[src/rtl/k_and_s_pkg.sv]
// Shared types and constants for the K&S control path: decoded instruction
// encoding, ALU operation codes and a timer width helper.
package k_and_s_pkg;

  typedef enum logic [4:0] {
    I_NOP    = 5'd0,
    I_LOAD   = 5'd1,
    I_STORE  = 5'd2,
    I_MOVE   = 5'd3,
    I_ADD    = 5'd4,
    I_SUB    = 5'd5,
    I_AND    = 5'd6,
    I_OR     = 5'd7,
    I_BRANCH = 5'd8,
    I_BZERO  = 5'd9,
    I_BNZERO = 5'd10,
    I_BNEG   = 5'd11,
    I_BNNEG  = 5'd12,
    I_HALT   = 5'd13,
    I_BOV    = 5'd14,
    I_BUOV   = 5'd15
  } decoded_instruction_type;

  // ALU codes kept as plain integers so any OP_W >= 3 can carry them.
  localparam int ALU_PASS = 0;
  localparam int ALU_ADD  = 1;
  localparam int ALU_SUB  = 2;
  localparam int ALU_AND  = 3;
  localparam int ALU_OR   = 4;

  // Timer needs to hold 0..MEM_TIMEOUT; keep at least one bit when disabled.
  function automatic int timer_width(input int timeout);
    return (timeout < 1) ? 1 : $clog2(timeout + 1);
  endfunction

endpackage

[src/rtl/ks_mem_wait_timer.sv]
// Wait-state timer: cleared outside memory waits, counts cycles without
// mem_ready, flags expiry on the cycle the MEM_TIMEOUT-th stall would occur.
module ks_mem_wait_timer
  import k_and_s_pkg::*;
#(
  parameter int MEM_TIMEOUT = 15
) (
  input  logic clk_i,
  input  logic rst_i,
  input  logic clear_i,
  input  logic count_i,
  output logic expire_o
);

  localparam int TW = timer_width(MEM_TIMEOUT);
  localparam logic [TW-1:0] LAST = TW'((MEM_TIMEOUT == 0) ? 0 : MEM_TIMEOUT - 1);

  logic [TW-1:0] timer_q, timer_d;

  // Next timer value: clear wins over count.
  always_comb begin
    timer_d = timer_q;
    if (clear_i) begin
      timer_d = '0;
    end else if (count_i) begin
      timer_d = timer_q + 1'b1;
    end
  end

  // Timer register with synchronous reset.
  always_ff @(posedge clk_i) begin
    if (rst_i) begin
      timer_q <= '0;
    end else begin
      timer_q <= timer_d;
    end
  end

  // A zero timeout disables expiry entirely.
  assign expire_o = (MEM_TIMEOUT != 0) && count_i && (timer_q == LAST);

endmodule

[src/rtl/ks_control_unit_mw.sv]
// Multicycle K&S control FSM with memory-ready handshake, wait-state timeout
// fault, overflow branches and a retired-instruction counter.
//
// state    | meaning
// ---------+--------------------------------------------------
// RST_S    | post-reset idle, all controls low
// FETCH    | read instruction, wait for mem_ready
// IR_LD    | load instruction register
// DECODE   | sample instruction and flags, latch ALU op
// EXEC     | ALU operation, update flags (not for MOVE)
// WB       | write ALU result to register file
// MEM_ADDR | drive data address for LOAD/STORE
// LD_WAIT  | data read, wait for mem_ready
// WB_LOAD  | write loaded data to register file
// ST_WAIT  | data write, wait for mem_ready
// BR       | take branch, update PC
// PC_EN    | sequential PC increment
// HALTED   | stopped by HALT until reset
// FAULT    | memory timeout, stopped until reset
module ks_control_unit_mw
  import k_and_s_pkg::*;
#(
  parameter int OP_W        = 3,
  parameter int CNT_W       = 16,
  parameter int MEM_TIMEOUT = 15,
  parameter bit HAS_OVF_BR  = 1'b1
) (
  input  logic                    clk_i,
  input  logic                    rst_i,
  input  decoded_instruction_type decoded_instruction_i,
  input  logic                    zero_op_i,
  input  logic                    neg_op_i,
  input  logic                    unsigned_overflow_i,
  input  logic                    signed_overflow_i,
  input  logic                    mem_ready_i,
  output logic                    branch_o,
  output logic                    pc_enable_o,
  output logic                    ir_enable_o,
  output logic                    write_reg_enable_o,
  output logic                    addr_sel_o,
  output logic                    c_sel_o,
  output logic                    flags_reg_enable_o,
  output logic [OP_W-1:0]         operation_o,
  output logic                    ram_read_enable_o,
  output logic                    ram_write_enable_o,
  output logic                    halt_o,
  output logic                    mem_fault_o,
  output logic [CNT_W-1:0]        retired_cnt_o
);

  if (OP_W < 3) begin : g_op_w_check
    $error("ks_control_unit_mw: OP_W must be >= 3");
  end

  typedef enum logic [3:0] {
    RST_S, FETCH, IR_LD, DECODE, EXEC, WB, MEM_ADDR,
    LD_WAIT, WB_LOAD, ST_WAIT, BR, PC_EN, HALTED, FAULT
  } state_t;

  state_t                  state_q, state_d;
  decoded_instruction_type instr_q, instr_d;
  logic [OP_W-1:0]         operation_q, operation_d;
  logic [CNT_W-1:0]        retired_q;
  logic                    in_wait, tmr_expire, retire;

  assign in_wait = (state_q == FETCH) || (state_q == LD_WAIT) || (state_q == ST_WAIT);
  assign retire  = (state_q == BR) || (state_q == PC_EN);

  ks_mem_wait_timer #(
    .MEM_TIMEOUT(MEM_TIMEOUT)
  ) u_timer (
    .clk_i    (clk_i),
    .rst_i    (rst_i),
    .clear_i  (!in_wait),
    .count_i  (in_wait && !mem_ready_i),
    .expire_o (tmr_expire)
  );

  // Next-state decode and Moore control outputs.
  always_comb begin
    state_d            = state_q;
    instr_d            = instr_q;
    operation_d        = operation_q;
    branch_o           = 1'b0;
    pc_enable_o        = 1'b0;
    ir_enable_o        = 1'b0;
    write_reg_enable_o = 1'b0;
    addr_sel_o         = 1'b0;
    c_sel_o            = 1'b0;
    flags_reg_enable_o = 1'b0;
    ram_read_enable_o  = 1'b0;
    ram_write_enable_o = 1'b0;
    halt_o             = 1'b0;
    mem_fault_o        = 1'b0;
    case (state_q)
      RST_S: state_d = FETCH;
      FETCH: begin
        addr_sel_o        = 1'b1;
        ram_read_enable_o = 1'b1;
        if (mem_ready_i)     state_d = IR_LD;
        else if (tmr_expire) state_d = FAULT;
      end
      IR_LD: begin
        addr_sel_o  = 1'b1;
        ir_enable_o = 1'b1;
        state_d     = DECODE;
      end
      DECODE: begin
        instr_d = decoded_instruction_i;
        case (decoded_instruction_i)
          I_MOVE:   begin operation_d = OP_W'(ALU_PASS); state_d = EXEC; end
          I_ADD:    begin operation_d = OP_W'(ALU_ADD);  state_d = EXEC; end
          I_SUB:    begin operation_d = OP_W'(ALU_SUB);  state_d = EXEC; end
          I_AND:    begin operation_d = OP_W'(ALU_AND);  state_d = EXEC; end
          I_OR:     begin operation_d = OP_W'(ALU_OR);   state_d = EXEC; end
          I_LOAD,
          I_STORE:  state_d = MEM_ADDR;
          I_BRANCH: state_d = BR;
          I_BZERO:  state_d = zero_op_i  ? BR : PC_EN;
          I_BNZERO: state_d = !zero_op_i ? BR : PC_EN;
          I_BNEG:   state_d = neg_op_i   ? BR : PC_EN;
          I_BNNEG:  state_d = !neg_op_i  ? BR : PC_EN;
          I_BOV:    state_d = (HAS_OVF_BR && signed_overflow_i)   ? BR : PC_EN;
          I_BUOV:   state_d = (HAS_OVF_BR && unsigned_overflow_i) ? BR : PC_EN;
          I_HALT:   state_d = HALTED;
          default:  state_d = PC_EN;
        endcase
      end
      EXEC: begin
        flags_reg_enable_o = (instr_q != I_MOVE);
        state_d            = WB;
      end
      WB: begin
        write_reg_enable_o = 1'b1;
        state_d            = PC_EN;
      end
      MEM_ADDR: state_d = (instr_q == I_STORE) ? ST_WAIT : LD_WAIT;
      LD_WAIT: begin
        ram_read_enable_o = 1'b1;
        if (mem_ready_i)     state_d = WB_LOAD;
        else if (tmr_expire) state_d = FAULT;
      end
      WB_LOAD: begin
        c_sel_o            = 1'b1;
        write_reg_enable_o = 1'b1;
        state_d            = PC_EN;
      end
      ST_WAIT: begin
        ram_write_enable_o = 1'b1;
        if (mem_ready_i)     state_d = PC_EN;
        else if (tmr_expire) state_d = FAULT;
      end
      BR: begin
        branch_o    = 1'b1;
        pc_enable_o = 1'b1;
        state_d     = FETCH;
      end
      PC_EN: begin
        pc_enable_o = 1'b1;
        addr_sel_o  = 1'b1;
        state_d     = FETCH;
      end
      HALTED: halt_o = 1'b1;
      FAULT: begin
        halt_o      = 1'b1;
        mem_fault_o = 1'b1;
      end
      default: state_d = RST_S;
    endcase
  end

  // State, latched instruction and ALU op registers.
  always_ff @(posedge clk_i) begin
    if (rst_i) begin
      state_q     <= RST_S;
      instr_q     <= I_NOP;
      operation_q <= '0;
    end else begin
      state_q     <= state_d;
      instr_q     <= instr_d;
      operation_q <= operation_d;
    end
  end

  // Retired-instruction counter, bumped as BR or PC_EN hands back to FETCH.
  always_ff @(posedge clk_i) begin
    if (rst_i) begin
      retired_q <= '0;
    end else if (retire) begin
      retired_q <= retired_q + 1'b1;
    end
  end

  assign operation_o   = operation_q;
  assign retired_cnt_o = retired_q;

endmodule

[config.mk]
export PLATFORM = sky130hd
export DESIGN_NAME = ks_control_unit_mw
export DESIGN_NICKNAME = d
export VERILOG_FILES = /design/src/rtl/k_and_s_pkg.sv /design/src/rtl/ks_mem_wait_timer.sv /design/src/rtl/ks_control_unit_mw.sv
export SDC_FILE = /design/constraint.sdc
export NUM_CORES = 1
export LEC_CHECK = 0
export ABC_AREA = 1
export BUFFER_PORTS_ARGS = -buffer_cell sky130_fd_sc_hd__buf_2
export CORE_MARGIN = 8
export CORE_UTILIZATION = 40
export CTS_CLUSTER_SIZE = 20
export DETAILED_ROUTE_END_ITERATION = 10
export PLACE_DENSITY = 0.71
export SYNTH_ARGS = -nofsm -noshare
export SYNTH_HDL_FRONTEND = slang
export SYNTH_SLANG_ARGS = --single-unit
[constraint.sdc]
create_clock -name clk_i -period 3.4 [get_ports clk_i]
set_input_delay 0.17 -clock clk_i [delete_from_list [all_inputs] [get_ports clk_i]]
set_output_delay 0.17 -clock clk_i [all_outputs]
set_load 0.05 [all_outputs]
==> impl_metrics.json <==
{
  "status": "finished clean",
  "peakVddDrop_v": 0.000230,
  "timing.fmax_mhz": 577,
  "worst_setup_path_start_kind": "flip-flop",
  "grt.overflow.total": 0,
  "critPathKind": "reg2out",
  "seq_area_frac_synth": 0.338,
  "synth.distinct_cells": 33,
  "syn_avg_cell_area_sq_um": 6.46,
  "finClkSkew_ns": 0.00774,
  "grt_max_degree": 22,
  "hpwl_um": 3630,
  "dieArea_sq_um": 7210,
  "avgRoutedWirePerCell_um": 11.6,
  "grt_setup_unrepaired": "false",
  "final_common_cell": "nand2_1",
  "power.density_nw_per_um2": 461,
  "path_cells": "inv_2, nand2_1, inv_1, a21oi_1, inv_1, buf_2",
  "via_per_inst": 4.90,
  "cp-endpoint": "write_reg_enable_o",
  "grt_util_all_layers": 0.132,
  "area_growth_syn_to_layout_pct": 16.9,
  "detail_route.iter0.violations": 77,
  "postRouteAntennaNets": 0,
  "num_io_pins": 42,
  "fin_crit_ns": 1.73,
  "arrival_ns": 1.56,
  "crit_start": "state_q[1]",
  "reg2reg_from": "state_q[2]",
  "critical_path_depth": 6,
  "rows": 25,
  "vias": 1915,
  "cts_hold_buffers": 0,
  "syn-cell-area_sq_um": 1900,
  "tightest_slew_ns": 0.599,
  "maxSlewViolCount": 0,
  "p_leak_nw": 1.14,
  "io_buffers": 41,
  "ys_seq_elements": 32,
  "r2r_slack_ns": 1.75,
  "cp_slowest_cell": "dfxtp_1",
  "grt_pass1_wl_um": 7870,
  "htree_num_levels": 2,
  "final_cell_mix": "nand2_1 (64), inv_1 (46), buf_2 (41)",
  "yosysWarnings": 0,
  "clk_pin_slew_ns": 0.06,
  "syn_nets": 309,
  "end_kind": "output pin",
  "synth_cells": 294,
  "clk_latency_ns": 0.28,
  "cp_num_buf_inv": 4,
  "drc": 0,
  "path_common_cell": "inv_1",
  "die_h_um": 84.9,
  "routed_wl_um": 4550,
  "timing.hold.worst.class": "in2reg",
  "cts_root_buf": "clkbuf_8",
  "maxCapViolCount": 0,
  "nFillCells": 497,
  "relSlewSlack": 0.600,
  "finalSetupTns_ns": 0,
  "layout.nets": 352,
  "core_sq_um": 4660,
  "hold_viol": 0,
  "die_w_um": 84.9,
  "reg2reg_depth": 8,
  "cts_tree": "built",
  "setup_violations": 0,
  "antenna_found_initial": 0,
  "worstPathMaxFanout": 5,
  "clock_path_buffers": 2,
  "fin_crit_sh": 0.510,
  "required_ns": 3.23,
  "initial_utilization": 0.407,
  "ctsResizeCount": 0,
  "holdWs_ns": 0.198,
  "gp_congestion": 0.903,
  "drive_gt1_frac": 0.193,
  "r2r-end": "operation_o[1]",
  "grt_pass1_vias": 1812,
  "crit_path_max_incr_delay_ns": 0.40,
  "antenna_cells": 0,
  "drt-pass1-iter-count": 4,
  "postCtsSetupBuffers": 0,
  "cts_sinks": 32,
  "cts_made_buffers": 5,
  "cp_top_family": "buffers and inverters"
}
==> per-stage QoR <==
stage / instances / instance area, sq um / setup WS [ns] / utilization / power, W
final: 391 / 2220 / 1.67 / 0.476 / 0.00102
after global routing: 391 / 2220 / 1.49 / 0.476 / 0.00110
after CTS: 391 / 2220 / 1.67 / 0.476 / 0.00103
after detailed placement: 384 / 2140 / 1.76 / 0.460 / 0.000761
after global placement: 384 / 2140 / 1.82 / 0.460 / 0.000758
after floorplan: 294 / 1900 / 1.29 / - / 0.000687
==> cells by family (layout without fill, tap and decap cells) <==
| family | count (synthesis) | count (layout) | synth area share |
|---|---|---|---|
| AOI/OAI and AO/OA | 49 | 49 | 0.146 |
| xor gates and xnor gates | 2 | 2 | 0.00923 |
| adders and majority gates | 3 | 3 | 0.0198 |
| buffers and inverters | 54 | 97 | 0.112 |
| DFF | 32 | 32 | 0.338 |
| and+or+nand+nor | 154 | 154 | 0.375 |
==> power by group <==
part           leakage (nW)  switching [W]  internal [W]
Sequential            0.259      0.0000239      0.000400
Clock                0.0410       0.000131      0.000139
Combinational         0.838       0.000243     0.0000872
Total                  1.14       0.000398      0.000626
==> how the worst min path moves through the flow <==
stage / startpoint / end / slack [ns] / depth (start not counted)
4_1_cts: mem_ready_i / u_timer.timer_q[0] / 0.19 / 3
6_report: mem_ready_i / u_timer.timer_q[0] / 0.20 / 3
5_1_grt: rst_i / operation_o[0] / 0.20 / 2
2_1_floorplan: mem_ready_i / u_timer.timer_q[0] / 0.31 / 2
3_3_place_gp: u_timer.timer_q[3] / u_timer.timer_q[3] / 0.45 / 2
3_5_place_dp: operation_o[0] / operation_o[0] / 0.46 / 2
==> cell type report <==
| cell class | count | area (sq um) | share of cell area |
|---|---|---|---|
| sequential | 32 | 641 | 0.289 |
| clock inverter | 1 | 5.00 | 0.00225 |
| timing repair buffer | 41 | 205 | 0.0924 |
| inverter | 49 | 184 | 0.0829 |
| multi-input combinational | 208 | 1040 | 0.471 |
| tap | 54 | 67.6 | 0.0304 |
| clock buffer | 6 | 72.6 | 0.0327 |
==> cell usage after synthesis, drive strengths merged <==
library cell,n,share of area
nor2,43,0.10
nor3,6,0.016
ha,3,0.020
buf,3,0.011
nand2,67,0.14
a21oi,25,0.068
a211oi,1,0.0066
a311oi,1,0.0046
o21bai,2,0.0079
o21a,1,0.0040
dfxtp,32,0.34
o211ai,1,0.0040
or2,1,0.0033
o21ai,18,0.051
nand3,26,0.074
xor2,2,0.0092
nand4,5,0.016
nand3b,3,0.012
and3,3,0.011
clkbuf,2,0.0040
inv,49,0.097
==> metal layers <==
metal	up-vias	wire [um]	track usage
li1	1025	-	-
met1	831	2160	0.157
met2	51	2040	0.213
met3	8	277	0.0483
met4	0	75	0.0485
met5	-	0	0
==> tightest hold or removal path, delay by kind of cell <==
kind	cells	cell delay (ns)
buffers and inverters	1	0.13
AND/OR/NAND/NOR	1	0.07
AO/OA/AOI/OAI	1	0.06
==> state kept, by name, indices dropped and copies added, names as in the netlist <==
register	count
retired_cnt_o	16
instr_q	5
state_q	4
u_timer.timer_q	4
operation_o	3
(Power assumes the default switching activity.)
